**src/rtl/fft_bin_reader_pkg.sv**
```systemverilog
// ============================================================================
// Module      : fft_bin_reader_pkg
// Description : Shared FFT sample constants, reader FSM state type and helpers.
// Revision    : 1.0 - initial release
// ============================================================================
`default_nettype none

package fft_bin_reader_pkg;

    // Sample-format constants, shared with the bin-writer side.
    localparam int          c_nfft_default     = 256;
    localparam int          c_comp_w           = 18;
    localparam int          c_lane_w           = 24;
    localparam int          c_word_w           = 32;
    localparam logic [15:0] c_cfg_word_default = 16'h0000;

    typedef enum logic [1:0] {
        ST_IDLE   = 2'd0,
        ST_CONFIG = 2'd1,
        ST_READ   = 2'd2,
        ST_DRAIN  = 2'd3
    } state_t;

    // Skid FIFO depth: 2*rd_lat+4 rounded up to a power of two.
    function automatic int skid_depth(input int rd_lat);
        int d;
        d = 1;
        for (int i = 0; i < 16; i++) begin
            if (d < 2 * rd_lat + 4) d = d * 2;
        end
        return d;
    endfunction

    function automatic logic [c_lane_w-1:0] sext_lane(input logic [c_comp_w-1:0] v);
        return {{(c_lane_w - c_comp_w){v[c_comp_w-1]}}, v};
    endfunction

endpackage

`default_nettype wire

```
**src/rtl/fft_bin_reader_if.sv**
```systemverilog
// ============================================================================
// Module      : fft_bin_reader_if
// Description : BRAM read port plus IFFT config and data stream channels.
// Revision    : 1.0 - initial release
// ============================================================================
`default_nettype none

interface fft_bin_reader_if
    import fft_bin_reader_pkg::*;
#(
    parameter int ADDR_W = 9
) ();
    logic                  bram_en;
    logic [ADDR_W-1:0]     bram_addr;
    logic [c_word_w-1:0]   bram_dout;

    logic [15:0]           m_axis_config_tdata;
    logic                  m_axis_config_tvalid;
    logic                  m_axis_config_tready;

    logic [2*c_lane_w-1:0] m_axis_data_tdata;
    logic                  m_axis_data_tvalid;
    logic                  m_axis_data_tready;
    logic                  m_axis_data_tlast;

    modport master (
        output bram_en, bram_addr,
        input  bram_dout,
        output m_axis_config_tdata, m_axis_config_tvalid,
        input  m_axis_config_tready,
        output m_axis_data_tdata, m_axis_data_tvalid, m_axis_data_tlast,
        input  m_axis_data_tready
    );

    modport slave (
        input  bram_en, bram_addr,
        output bram_dout,
        input  m_axis_config_tdata, m_axis_config_tvalid,
        output m_axis_config_tready,
        input  m_axis_data_tdata, m_axis_data_tvalid, m_axis_data_tlast,
        output m_axis_data_tready
    );
endinterface

`default_nettype wire

```
**src/rtl/fft_bin_skid_fifo.sv**
```systemverilog
// ============================================================================
// Module      : fft_bin_skid_fifo
// Description : Synchronous show-ahead FIFO with occupancy count.
// Revision    : 1.0 - initial release
// ============================================================================
`default_nettype none

module fft_bin_skid_fifo
    import fft_bin_reader_pkg::*;
#(
    parameter int WIDTH = c_word_w,
    parameter int DEPTH = 8
) (
    input  wire logic                     clk,
    input  wire logic                     rst,
    input  wire logic                     i_wr_en,
    input  wire logic [WIDTH-1:0]         i_wr_data,
    input  wire logic                     i_rd_en,
    output logic      [WIDTH-1:0]         o_rd_data,
    output logic      [$clog2(DEPTH):0]   o_count,
    output logic                          o_empty,
    output logic                          o_full
);
    localparam int c_aw = $clog2(DEPTH);
    localparam int c_cw = c_aw + 1;

    logic [WIDTH-1:0] r_mem [DEPTH];
    logic [c_aw-1:0]  r_wr_ptr;
    logic [c_aw-1:0]  r_rd_ptr;
    logic [c_cw-1:0]  r_count;
    logic             w_wr;
    logic             w_rd;

    assign o_empty   = (r_count == '0);
    assign o_full    = (r_count == c_cw'(DEPTH));
    assign o_count   = r_count;
    assign o_rd_data = r_mem[r_rd_ptr];
    assign w_wr      = i_wr_en && !o_full;
    assign w_rd      = i_rd_en && !o_empty;

    always_ff @(posedge clk or posedge rst) begin
        if (rst) begin
            r_wr_ptr <= '0;
            r_rd_ptr <= '0;
            r_count  <= '0;
        end else begin
            if (w_wr) r_wr_ptr <= r_wr_ptr + c_aw'(1);
            if (w_rd) r_rd_ptr <= r_rd_ptr + c_aw'(1);
            case ({w_wr, w_rd})
                2'b10:   r_count <= r_count + c_cw'(1);
                2'b01:   r_count <= r_count - c_cw'(1);
                default: r_count <= r_count;
            endcase
        end
    end

    // Storage carries no reset; occupancy alone defines what is valid.
    always_ff @(posedge clk) begin
        if (w_wr) r_mem[r_wr_ptr] <= i_wr_data;
    end

endmodule

`default_nettype wire

```
**src/rtl/fft_bin_reader.sv**
```systemverilog
// ============================================================================
// Module      : fft_bin_reader
// Description : Streams one frame of complex FFT bins from BRAM into an IFFT core.
// Revision    : 1.0 - initial release
// ============================================================================
`default_nettype none

module fft_bin_reader
    import fft_bin_reader_pkg::*;
#(
    parameter int          NFFT     = c_nfft_default,
    parameter int          RD_LAT   = 2,
    parameter logic [15:0] CFG_WORD = c_cfg_word_default
) (
    input  wire logic           sys_clk,
    input  wire logic           reset,
    input  wire logic           start,
    fft_bin_reader_if.master    bus,
    output logic                busy,
    output logic                done,
    output logic                start_dropped
);
    localparam int c_addr_w = $clog2(2 * NFFT);
    localparam int c_bin_w  = $clog2(NFFT);
    localparam int c_depth  = skid_depth(RD_LAT);
    localparam int c_cnt_w  = $clog2(c_depth) + 1;
    localparam int c_sum_w  = c_cnt_w + 1;
    localparam logic [c_addr_w-1:0] c_last_addr = c_addr_w'(2 * NFFT - 1);
    localparam logic [c_bin_w-1:0]  c_last_bin  = c_bin_w'(NFFT - 1);

    state_t                r_state;
    state_t                w_state_next;
    logic [c_addr_w-1:0]   r_addr;
    logic [c_bin_w-1:0]    r_bin;
    logic [RD_LAT-1:0]     r_vld_sr;
    logic [c_comp_w-1:0]   r_real;
    logic                  r_have_real;
    logic                  r_done;
    logic                  r_start_dropped;

    logic [c_word_w-1:0]   w_head;
    logic [c_cnt_w-1:0]    w_occ;
    logic [c_cnt_w-1:0]    w_inflight;
    logic                  w_empty;
    logic                  w_full;
    logic                  w_credit_ok;
    logic                  w_issue;
    logic                  w_tvalid;
    logic                  w_fire;
    logic                  w_last_fire;
    logic                  w_pop;
    logic                  w_accept;
    logic                  w_unused_bits;

    fft_bin_skid_fifo #(
        .WIDTH (c_word_w),
        .DEPTH (c_depth)
    ) u_skid (
        .clk       (sys_clk),
        .rst       (reset),
        .i_wr_en   (r_vld_sr[RD_LAT-1]),
        .i_wr_data (bus.bram_dout),
        .i_rd_en   (w_pop),
        .o_rd_data (w_head),
        .o_count   (w_occ),
        .o_empty   (w_empty),
        .o_full    (w_full)
    );

    always_comb begin
        w_inflight = '0;
        for (int i = 0; i < RD_LAT; i++) begin
            w_inflight = w_inflight + c_cnt_w'(r_vld_sr[i]);
        end
    end

    // Never issue a read whose data could not land in the FIFO under backpressure.
    assign w_credit_ok = (c_sum_w'(w_occ) + c_sum_w'(w_inflight) + c_sum_w'(1))
                         <= c_sum_w'(c_depth);
    assign w_issue     = (r_state == ST_READ) && w_credit_ok;

    // The real word waits in r_real; the imag word is the FIFO head until accepted.
    assign w_tvalid    = r_have_real && !w_empty;
    assign w_fire      = w_tvalid && bus.m_axis_data_tready;
    assign w_last_fire = w_fire && (r_bin == c_last_bin);
    assign w_pop       = w_fire || (!r_have_real && !w_empty);
    assign w_accept    = start && (r_state == ST_IDLE) && !r_done;

    assign w_unused_bits = ^{w_head[c_word_w-1:c_comp_w], w_full};

    always_comb begin
        w_state_next = r_state;
        case (r_state)
            ST_IDLE:   if (w_accept) w_state_next = ST_CONFIG;
            ST_CONFIG: if (bus.m_axis_config_tready) w_state_next = ST_READ;
            ST_READ:   if (w_issue && (r_addr == c_last_addr)) w_state_next = ST_DRAIN;
            ST_DRAIN:  if (w_last_fire) w_state_next = ST_IDLE;
            default:   w_state_next = ST_IDLE;
        endcase
    end

    always_ff @(posedge sys_clk or posedge reset) begin
        if (reset) begin
            r_state         <= ST_IDLE;
            r_addr          <= '0;
            r_bin           <= '0;
            r_vld_sr        <= '0;
            r_real          <= '0;
            r_have_real     <= 1'b0;
            r_done          <= 1'b0;
            r_start_dropped <= 1'b0;
        end else begin
            r_state <= w_state_next;
            if (w_issue) r_addr <= r_addr + c_addr_w'(1);

            r_vld_sr[0] <= w_issue;
            for (int i = 1; i < RD_LAT; i++) begin
                r_vld_sr[i] <= r_vld_sr[i-1];
            end

            if (!r_have_real && !w_empty) begin
                r_real      <= w_head[c_comp_w-1:0];
                r_have_real <= 1'b1;
            end else if (w_fire) begin
                r_have_real <= 1'b0;
            end

            if (w_fire) r_bin <= r_bin + c_bin_w'(1);
            r_done <= w_last_fire;

            if (w_accept)   r_start_dropped <= 1'b0;
            else if (start) r_start_dropped <= 1'b1;
        end
    end

    assign bus.bram_en              = w_issue;
    assign bus.bram_addr            = r_addr;
    assign bus.m_axis_config_tvalid = (r_state == ST_CONFIG);
    assign bus.m_axis_config_tdata  = (r_state == ST_CONFIG) ? CFG_WORD : 16'h0000;
    assign bus.m_axis_data_tvalid   = w_tvalid;
    assign bus.m_axis_data_tlast    = w_tvalid && (r_bin == c_last_bin);
    assign bus.m_axis_data_tdata    = w_tvalid ? {sext_lane(w_head[c_comp_w-1:0]), sext_lane(r_real)}
                                               : '0;
    assign busy                     = (r_state != ST_IDLE);
    assign done                     = r_done;
    assign start_dropped            = r_start_dropped;

endmodule

`default_nettype wire

```
**src/flat_wrapper.sv**
```systemverilog
// flat-port wrapper written by rule: the top's interface ports become plain ports
module fft_bin_reader_flat import fft_bin_reader_pkg::*;
#(
    parameter int          NFFT     = c_nfft_default,
    parameter int          RD_LAT   = 2,
    parameter logic [15:0] CFG_WORD = c_cfg_word_default
)
  (sys_clk, reset, start, busy, done, start_dropped, bus_bram_en, bus_bram_addr, bus_bram_dout, bus_m_axis_config_tdata, bus_m_axis_config_tvalid, bus_m_axis_config_tready, bus_m_axis_data_tdata, bus_m_axis_data_tvalid, bus_m_axis_data_tlast, bus_m_axis_data_tready);
  fft_bin_reader_if #(.ADDR_W(($clog2(2 * NFFT)))) bus_i ();
  input  wire logic sys_clk;
  input  wire logic reset;
  input  wire logic start;
  output logic busy;
  output logic done;
  output logic start_dropped;
  output wire logic [$bits(bus_i.bram_en)-1:0] bus_bram_en;
  output wire logic [$bits(bus_i.bram_addr)-1:0] bus_bram_addr;
  input wire logic [$bits(bus_i.bram_dout)-1:0] bus_bram_dout;
  output wire logic [$bits(bus_i.m_axis_config_tdata)-1:0] bus_m_axis_config_tdata;
  output wire logic [$bits(bus_i.m_axis_config_tvalid)-1:0] bus_m_axis_config_tvalid;
  input wire logic [$bits(bus_i.m_axis_config_tready)-1:0] bus_m_axis_config_tready;
  output wire logic [$bits(bus_i.m_axis_data_tdata)-1:0] bus_m_axis_data_tdata;
  output wire logic [$bits(bus_i.m_axis_data_tvalid)-1:0] bus_m_axis_data_tvalid;
  output wire logic [$bits(bus_i.m_axis_data_tlast)-1:0] bus_m_axis_data_tlast;
  input wire logic [$bits(bus_i.m_axis_data_tready)-1:0] bus_m_axis_data_tready;
  assign bus_bram_en = bus_i.bram_en;
  assign bus_bram_addr = bus_i.bram_addr;
  assign bus_i.bram_dout = bus_bram_dout;
  assign bus_m_axis_config_tdata = bus_i.m_axis_config_tdata;
  assign bus_m_axis_config_tvalid = bus_i.m_axis_config_tvalid;
  assign bus_i.m_axis_config_tready = bus_m_axis_config_tready;
  assign bus_m_axis_data_tdata = bus_i.m_axis_data_tdata;
  assign bus_m_axis_data_tvalid = bus_i.m_axis_data_tvalid;
  assign bus_m_axis_data_tlast = bus_i.m_axis_data_tlast;
  assign bus_i.m_axis_data_tready = bus_m_axis_data_tready;
  fft_bin_reader #(.NFFT(NFFT), .RD_LAT(RD_LAT), .CFG_WORD(CFG_WORD)) u_core (.sys_clk(sys_clk), .reset(reset), .start(start), .bus(bus_i), .busy(busy), .done(done), .start_dropped(start_dropped));
endmodule
```
**config.mk**
```make
export PLATFORM = sky130hd
export DESIGN_NAME = fft_bin_reader_flat
export DESIGN_NICKNAME = d
export VERILOG_FILES = /design/src/rtl/fft_bin_reader_pkg.sv /design/src/rtl/fft_bin_reader_if.sv /design/src/rtl/fft_bin_skid_fifo.sv /design/src/rtl/fft_bin_reader.sv /design/src/flat_wrapper.sv
export SDC_FILE = /design/constraint.sdc
export NUM_CORES = 1
export LEC_CHECK = 0
export CORE_MARGIN = 2
export CORE_UTILIZATION = 55
export CTS_CLUSTER_DIAMETER = 100
export DETAILED_ROUTE_END_ITERATION = 8
export PLACE_DENSITY = 0.75
export SYNTH_ARGS = -nofsm -noshare
export SYNTH_HDL_FRONTEND = slang
export SYNTH_HIERARCHICAL = 1
export SYNTH_SLANG_ARGS = --single-unit
```
**constraint.sdc**
```tcl
create_clock -name sys_clk -period 5 [get_ports sys_clk]
set_input_delay 0.75 -clock sys_clk [delete_from_list [all_inputs] [get_ports sys_clk]]
set_output_delay 0.75 -clock sys_clk [all_outputs]
set_load 0.05 [all_outputs]
```
After elaboration in Yosys (flattened, before gate mapping)
Memory sizes are Yosys's and may differ from the RTL's.
Index checks and enable logic that the tools add are counted.

word-level totals
  register bits = 52
  bits in writable memories = 256
  logic and storage cells = 70
  memories kept = 1

memories
  name                 words  bits a word  read ports  clocked after Yosys merged registers in  write ports  line                     text
  u_core.u_skid.r_mem  8      32           1           0                                        1            fft_bin_skid_fifo.sv:27  logic [WIDTH-1:0] r_mem [DEPTH];

cells by class
  $add $sub $neg = 9
  order comparisons = 1
  equality and inequality tests = 12
  multiplexer cells = 13
  reduce and logical (&&, ||, !) cells = 23

operators by type and width
  cell                   number
  $mux W48               1
  $logic_and A1 B1 Y1    11
  $add A9 B1 Y9 const B  1
  $eq A9 B9 Y1 const B   1
  $add A8 B1 Y8 const B  1
  $eq A8 B8 Y1 const B   1
  $mux W2                4
  $pmux W2 S4            1
  $pmux W4 S2            1
  $reduce_bool A2 Y1     4
  $add A3 B1 Y3 const B  2
  $eq A2 B2 Y1 const B   3
  $mux W1                6
  $ne A2 B1 Y1 const B   3
  $add A4 B4 Y5          1
  $add A5 B1 Y5 const B  1
  $le A5 B4 Y1 const B   1
  $add A4 B1 Y4 const B  1
  $eq A2 B1 Y1 const B   2
  $eq A4 B4 Y1 const B   1
  $logic_not A1 Y1       4
  $logic_not A4 Y1       1
  $reduce_and A4 Y1      1
  $sub A4 B1 Y4 const B  1
  other kinds (4)        4

Logic depth before layout (Yosys ltp)
Gate-level depths: netlist (run 1).

  depth after elaboration = 8
  mapped depth = 12

Modules after synthesis
Netlist (run 1), hierarchy kept.

by module, submodules not included
  module             times used  cells an instance  area each (sq um)  seq. area each (sq um)
  fft_bin_skid_fifo  1           438                10403.7            7937.6
  fft_bin_reader     1           217                2373.5             1051.0

Worst setup path before layout (run 1)
No wires, ideal clock.

  kind = register -> register
  start = reg u_core.u_skid.r_count[3], in the netlist u_core/u_skid/o_count[3]
  end = mem u_core/u_skid/r_mem[0][0] in the netlist's numbering, enable pin
  setup time = 0.461 ns
  data arrival time = 3.023 ns
  path slack = 1.516 ns
  stages on the path, launching flop included = 4
  buffers on the path = 0
  cell sequence = dfrtp_1 > or4b_4 > nand3b_1 > nor3_1

on the way
  word-level cells in the longest chain between the ends = 5

ends and longest elaborated chain
  element                        line                     text
  start: declaration             fft_bin_skid_fifo.sv:30  logic [c_cw-1:0] r_count;
  start signal: assignment       fft_bin_skid_fifo.sv:50  2'b10: r_count <= r_count + c_cw'(1);
  start signal: assignment       fft_bin_skid_fifo.sv:51  2'b01: r_count <= r_count - c_cw'(1);
  start signal: assignment       fft_bin_skid_fifo.sv:52  default: r_count <= r_count;
  $eq A4 B4 Y1                   fft_bin_skid_fifo.sv:35  assign o_full = (r_count == c_cw'(DEPTH));
  $logic_not A1 Y1               fft_bin_skid_fifo.sv:38  assign w_wr = i_wr_en && !o_full;
  $logic_and A1 B1 Y1            fft_bin_skid_fifo.sv:38
  $mux W1                        fft_bin_skid_fifo.sv:59  if (w_wr) r_mem[r_wr_ptr] <= i_wr_data;
  $mux W1 (not written as such)  fft_bin_skid_fifo.sv:59
  end: declaration               fft_bin_skid_fifo.sv:27

Every way passes these cells.

Final worst setup path (run 1)
  start = reg u_core.u_skid.r_count[0], in the netlist u_core/u_skid/o_count[0]
  end = out bus_bram_en

on the way
  word-level cells in the longest chain between the ends = 4

ends and longest elaborated chain
  element              line                  text
  $add A4 B4 Y5        fft_bin_reader.sv:78  assign w_credit_ok = (c_sum_w'(w_occ) + c_sum_w'(w_inflight) + c_sum_w'(1))
  $add A5 B1 Y5        fft_bin_reader.sv:78
  $le A5 B4 Y1         fft_bin_reader.sv:79  <= c_sum_w'(c_depth);
  $logic_and A1 B1 Y1  fft_bin_reader.sv:80  assign w_issue = (r_state == ST_READ) && w_credit_ok;
  end: declaration     flat_wrapper.sv:16    output wire logic [$bits(bus_i.bram_en)-1:0] bus_bram_en;

Every way passes these cells.

==> results.py, run 1 <==
metrics = {
    "min_path": {
        "whs_path_depth": 0,
        "hold_path.class": "register to register",
    },
    "placement": {
        "place_congestion": 0.734,
        "dp.cells": 770,
        "port_buffers": 86,
        "post-place-ws_ps": 1090,
        "dpl.hpwl_um": 9930,
        "placed_area_um2": 9510,
    },
    "clocking": {
        "hold_buffers": 0,
        "clk_pin_slew_ps": 70,
        "root_buffer": "clkbuf_16",
        "cts.sinks": 196,
        "postCtsSetupRepairBufs": 0,
        "clock_latency_ps": 430,
        "clock_tree.buffer_depth": 2,
        "h-tree-depth": 4,
        "cts_resized": 0,
        "cts_tree": "yes",
        "numCtsBuffers": 17,
    },
    "finish": {
        "layout.nets": 633,
        "areaGrowthSynthToFinish_pct": 17.3,
        "drive_above_1_share": 0.181,
        "diodes": 0,
        "fin_util": 0.662,
        "final_area_um2": 10100,
        "fillers": 1035,
        "final_cells": 802,
    },
    "routing": {
        "post-route-drc-count": 0,
        "routed_via_density": 5.49,
        "drtIter0Drc": 328,
        "wl_met2_um": 8240,
        "wirelength_um": 15800,
        "wl_met3_um": 712,
        "avgRoutedWirePerCell_um": 19.7,
        "via_count": 4403,
        "drt_pass1_iterations": 5,
        "wl_met1_um": 6720,
        "top_layer_used": "met4",
        "antenna_left": 0,
    },
    "worst_setup_path": {
        "reg2reg_from": "u_core/u_skid/o_count[0]",
        "r2r-end": "u_core/u_skid/o_count[3]",
        "r2r_slack_ps": 1860,
        "end_kind": "output pin",
        "critPathRequiredTime_ps": 4250,
        "start_kind": "register",
        "crit_end": "bus_bram_en",
        "rr_worst_depth": 9,
        "worstPathMaxFanout": 11,
        "crit_type": "register to output pin",
        "worstPathArrival_ps": 3610,
        "crit_start": "u_core/u_skid/o_count[0]",
    },
    "run": {
        "cap_viol_max_count": 0,
    },
    "logic_synthesis": {
        "ys.warnings.count": 6,
        "synth_area_um2": 8610,
        "syn_inst": 500,
        "avgSynthCellArea_um2": 17.2,
    },
    "sta": {
        "slew_headroom": 0.205,
        "period_needed_ps": 4360,
        "skew_ps": 8.83,
        "rsz0062_at_grt": "no",
        "hold_violations": 0,
        "worst_slack_ps": 645,
        "fmax_mhz": 230,
        "tns_ps": 0,
        "setup_viol_count_final": 0,
        "finalCritPeriodShare": 0.871,
        "slew_violations": 0,
        "worstMarginPinSlew_ps": 1190,
    },
    "power_and_ir_drop": {
        "p_leak_nw": 3.70,
        "p_per_area_nw_per_um2": 707,
        "ir_drop_v": 0.000466,
    },
    "grt": {
        "grt_remaining_overflow": 0,
        "grt_max_degree": 43,
        "grt_util_all_layers": 0.200,
        "antenna_found_initial": 0,
        "grt_pass1_wl_um": 24700,
        "grt_pass1_vias": 4563,
    },
    "die": {
        "ioPinCount": 117,
        "core_area_um2": 15300,
        "die_height_um": 129,
        "die_w_um": 129,
        "row_count": 45,
        "start_util": 0.564,
        "die_area_um2": 16700,
    },
    "run_status": {
        "outcome": "complete, no violations",
    },
}
## cells in the final DEF (no fill, tap or decap), types with 6 or more instances in the layout
| master | count |
|---|---|
| and2_1 | 38 |
| mux4_1 | 25 |
| edfxtp_1 | 144 |
| clkbuf_16 | 17 |
| conb_1 | 16 |
| clkdlybuf4s50_1 | 86 |
| xnor2_1 | 15 |
| nor2_2 | 7 |
| ha_1 | 16 |
| nand2_1 | 13 |
| nand3_1 | 6 |
| mux4_2 | 11 |
| dfrtp_1 | 51 |
| inv_1 | 17 |
| mux2_2 | 38 |
| xor2_1 | 6 |
| buf_4 | 11 |
## flip-flops by register name, indices dropped and copies added (netlist names)
name / cells
u_core/u_skid/r_wr_ptr: 3
u_core/done: 1
u_core/r_have_real: 1
u_core/u_skid/o_count: 4
u_core/bus.bram_addr: 9
u_core/u_skid/r_mem: 144
u_core/r_state: 2
u_core/u_skid/r_rd_ptr: 3
u_core/r_vld_sr: 2
u_core/r_bin: 8
u_core/r_real: 18
u_core/start_dropped: 1
## cell type report
type	count	area (µm²)	share of cell area
sequential	196	5630	0.557
clock inverter	15	166	0.0165
timing repair buffer	97	943	0.0934
multi-input combinational	247	2600	0.258
inverter	19	71.3	0.00706
clock buffer	17	425	0.0421
tap	211	264	0.0261
## how the worst min path moves through the flow
stage                             startpoint                  to  slack [ps]
after detailed placement  u_core/r_vld_sr[0]  u_core/r_vld_sr[1]         360
final                     u_core/r_vld_sr[0]  u_core/r_vld_sr[1]         380
after global routing      u_core/r_vld_sr[0]  u_core/r_vld_sr[1]         410
after CTS                 u_core/r_vld_sr[0]  u_core/r_vld_sr[1]         380
after floorplan           u_core/r_vld_sr[0]  u_core/r_vld_sr[1]         350
after global placement    u_core/r_vld_sr[0]  u_core/r_vld_sr[1]         370
## report_power, final
group	leakage, nW	internal (W)	switching [W]	total (W)
Clock	0.288	0.000751	0.000609	0.00136
Combinational	1.48	0.00140	0.00212	0.00351
Sequential	1.93	0.00202	0.000242	0.00226
## worst max-delay path: stages (launching register included)
cell and delay, ps:
dfrtp_1 520, inv_1 90, ha_1 280, inv_1 60, ha_1 150, inv_1 50, fa_1 470, nor2b_1 140
a32o_1 160, o211a_1 390, clkdlybuf4s50_1 880
## through the flow
stage / power (W) / hold slack, ps
after floorplan: 0.00498 / 354
after global placement: 0.00571 / 366
after detailed placement: 0.00581 / 364
after CTS: 0.00719 / 380
after global routing: 0.00749 / 407
final: 0.00713 / 377
## routing by layer
layer  GRT usage  vias up
met5           0        -
met4      0.0575        0
met3      0.0421        9
met2       0.344      130
met1       0.262     2255
li1            -     2009
No activity file was read; power rests on OpenSTA's default activity.
==> inputs of run 2 (changes only) <==
--- a/config.mk
+++ b/config.mk
@@ -9,6 +9,7 @@
 export CORE_UTILIZATION = 55
 export CTS_CLUSTER_DIAMETER = 100
 export DETAILED_ROUTE_END_ITERATION = 8
+export GPL_TIMING_DRIVEN = 0
 export PLACE_DENSITY = 0.75
 export SYNTH_ARGS = -nofsm -noshare
 export SYNTH_HDL_FRONTEND = slang
==> results.py, run 2 (synthesis results as in run 1) <==
metrics = {
    "power_and_ir_drop": {
        "p_per_area_nw_per_um2": 703,
        "ir_drop_v": 0.000477,
        "total_power_w": 0.00745,
        "p_leak_nw": 3.97,
    },
    "grt": {
        "grt_max_degree": 29,
        "grt_remaining_overflow": 0,
        "grt_pass1_vias": 4685,
        "grt_pass1_wl_um": 26400,
        "antenna_found_initial": 0,
        "grt_util_all_layers": 0.218,
    },
    "routing": {
        "antenna_left": 0,
        "routed_via_density": 5.42,
        "drtIter0Drc": 375,
        "post-route-drc-count": 0,
        "avgRoutedWirePerCell_um": 20.1,
        "wl_met2_um": 8430,
        "wl_met3_um": 671,
        "top_layer_used": "met4",
        "via_count": 4631,
        "wl_met1_um": 7770,
        "wirelength_um": 17200,
        "drt_pass1_iterations": 4,
    },
    "sta": {
        "rsz0062_at_grt": "no",
        "fmax_mhz": 229,
        "finalCritPeriodShare": 0.873,
        "period_needed_ps": 4370,
        "worstMarginPinSlew_ps": 1140,
        "setup_viol_count_final": 0,
        "slew_violations": 0,
        "tns_ps": 0,
        "slew_headroom": 0.236,
        "hold_violations": 0,
        "skew_ps": 8.27,
    },
    "worst_setup_path": {
        "worstPathArrival_ps": 3620,
        "crit_type": "register to output pin",
        "path_cells": "nor4_1 > and2b_2 > clkbuf_1 > clkbuf_1 > and2_1 > clkdlybuf4s50_1",
        "r2r-end": "u_core/u_skid/o_count[3]",
        "cpLargestDelayFamily": "buffers and inverters",
        "critPathSlowestCell": "clkdlybuf4s50_1",
        "reg2reg_from": "u_core/u_skid/o_count[0]",
        "worstPathMaxFanout": 10,
        "cp_common_cell": "clkbuf_1",
        "critPathRequiredTime_ps": 4250,
        "max_stage_delay_ps": 830,
        "rr_worst_depth": 9,
        "r2r_slack_ps": 1960,
        "start_kind": "register",
        "path_buf_inv": 3,
        "end_kind": "output pin",
        "cp.depth": 6,
    },
    "die": {
        "die_height_um": 129,
        "ioPinCount": 117,
        "die_w_um": 129,
        "die_area_um2": 16700,
        "start_util": 0.564,
        "row_count": 45,
        "core_area_um2": 15300,
    },
    "placement": {
        "port_buffers": 86,
        "dp.cells": 823,
        "place_congestion": 0.774,
        "dpl.hpwl_um": 11700,
    },
    "min_path": {
        "hold_path.class": "register to register",
        "min_to": "u_core/r_vld_sr[1]",
        "hp-start": "u_core/r_vld_sr[0]",
        "whs_path_depth": 0,
    },
    "clocking": {
        "cts_tree": "yes",
        "root_buffer": "clkbuf_16",
        "h-tree-depth": 4,
        "clk_pin_slew_ps": 70,
        "clock_latency_ps": 430,
        "postCtsSetupRepairBufs": 0,
        "hold_buffers": 0,
        "cts_resized": 0,
        "clock_tree.buffer_depth": 2,
        "cts.sinks": 196,
        "numCtsBuffers": 17,
    },
    "finish": {
        "layout_commonest_cell": "edfxtp_1",
        "top_register": "u_core/u_skid/r_mem",
        "diodes": 0,
        "fin_util": 0.695,
        "drive_above_1_share": 0.225,
        "layout.nets": 686,
        "final_cells": 855,
        "largest_register_ffs": 144,
        "final_cell_mix": "144 x edfxtp_1, 86 x clkdlybuf4s50_1, 52 x dfrtp_1",
        "areaGrowthSynthToFinish_pct": 23.2,
    },
    "run_status": {
        "outcome": "complete, no violations",
    },
    "run": {
        "cap_viol_max_count": 0,
    },
}
[run 2: layout make-up]
| type | count | area (µm²) |
|---|---|---|
| well taps | 211 | 264 |
| flip-flops and latches | 196 | 5630 |
| clock inverters | 15 | 165 |
| plain buffers | 53 | 397 |
| repair buffers | 97 | 1060 |
| multi-input cells | 247 | 2600 |
| fillers | 952 | 4650 |
| clock buffers | 17 | 425 |
| inverters | 19 | 71.3 |
[run 2: worst max-delay path by stage]
stage                                   from                        end  slack, ps
floorplan           u_core/u_skid/o_count[0]  bus_m_axis_data_tdata[18]       2010
global placement    u_core/u_skid/o_count[2]  bus_m_axis_data_tdata[13]       1080
detailed placement  u_core/u_skid/o_count[2]  bus_m_axis_data_tdata[13]       1070
CTS                 u_core/u_skid/o_count[2]  bus_m_axis_data_tdata[13]        580
global route        u_core/u_skid/o_count[0]  bus_m_axis_data_tdata[13]        360
finish              u_core/u_skid/o_count[2]  bus_m_axis_data_tdata[13]        630
[run 2: per-layer routing]
layer | global-route usage | up-vias
met5 | 0 | -
met4 | 0.0818 | 0
met3 | 0.0343 | 23
met2 | 0.346 | 134
met1 | 0.311 | 2353
li1 | - | 2121
[run 2: power breakdown]
part | switching, W | total (W) | internal (W)
Clock | 0.000630 | 0.00134 | 0.000711
Sequential | 0.000192 | 0.00221 | 0.00202
Combinational | 0.00230 | 0.00390 | 0.00160
[run 2: worst reg2reg max path, stage by stage (launching register included)]
cell      delay (ps)
dfrtp_1          480
nor4_1           610
a21oi_1          120
o41ai_2          140
inv_2            110
ha_1             310
ha_1             390
or4b_1           510
o311ai_0         130
o211ai_1         120
[run 2: metrics by stage]
stage                     setup slack [ps]  hold WS, ps  area [µm²]
after floorplan                       2010          354        8670
after global placement                1080          366        9790
after detailed placement              1070          391       10000
after CTS                              583          415       10600
after global routing                   361          428       10600
final                                  633          406       10600
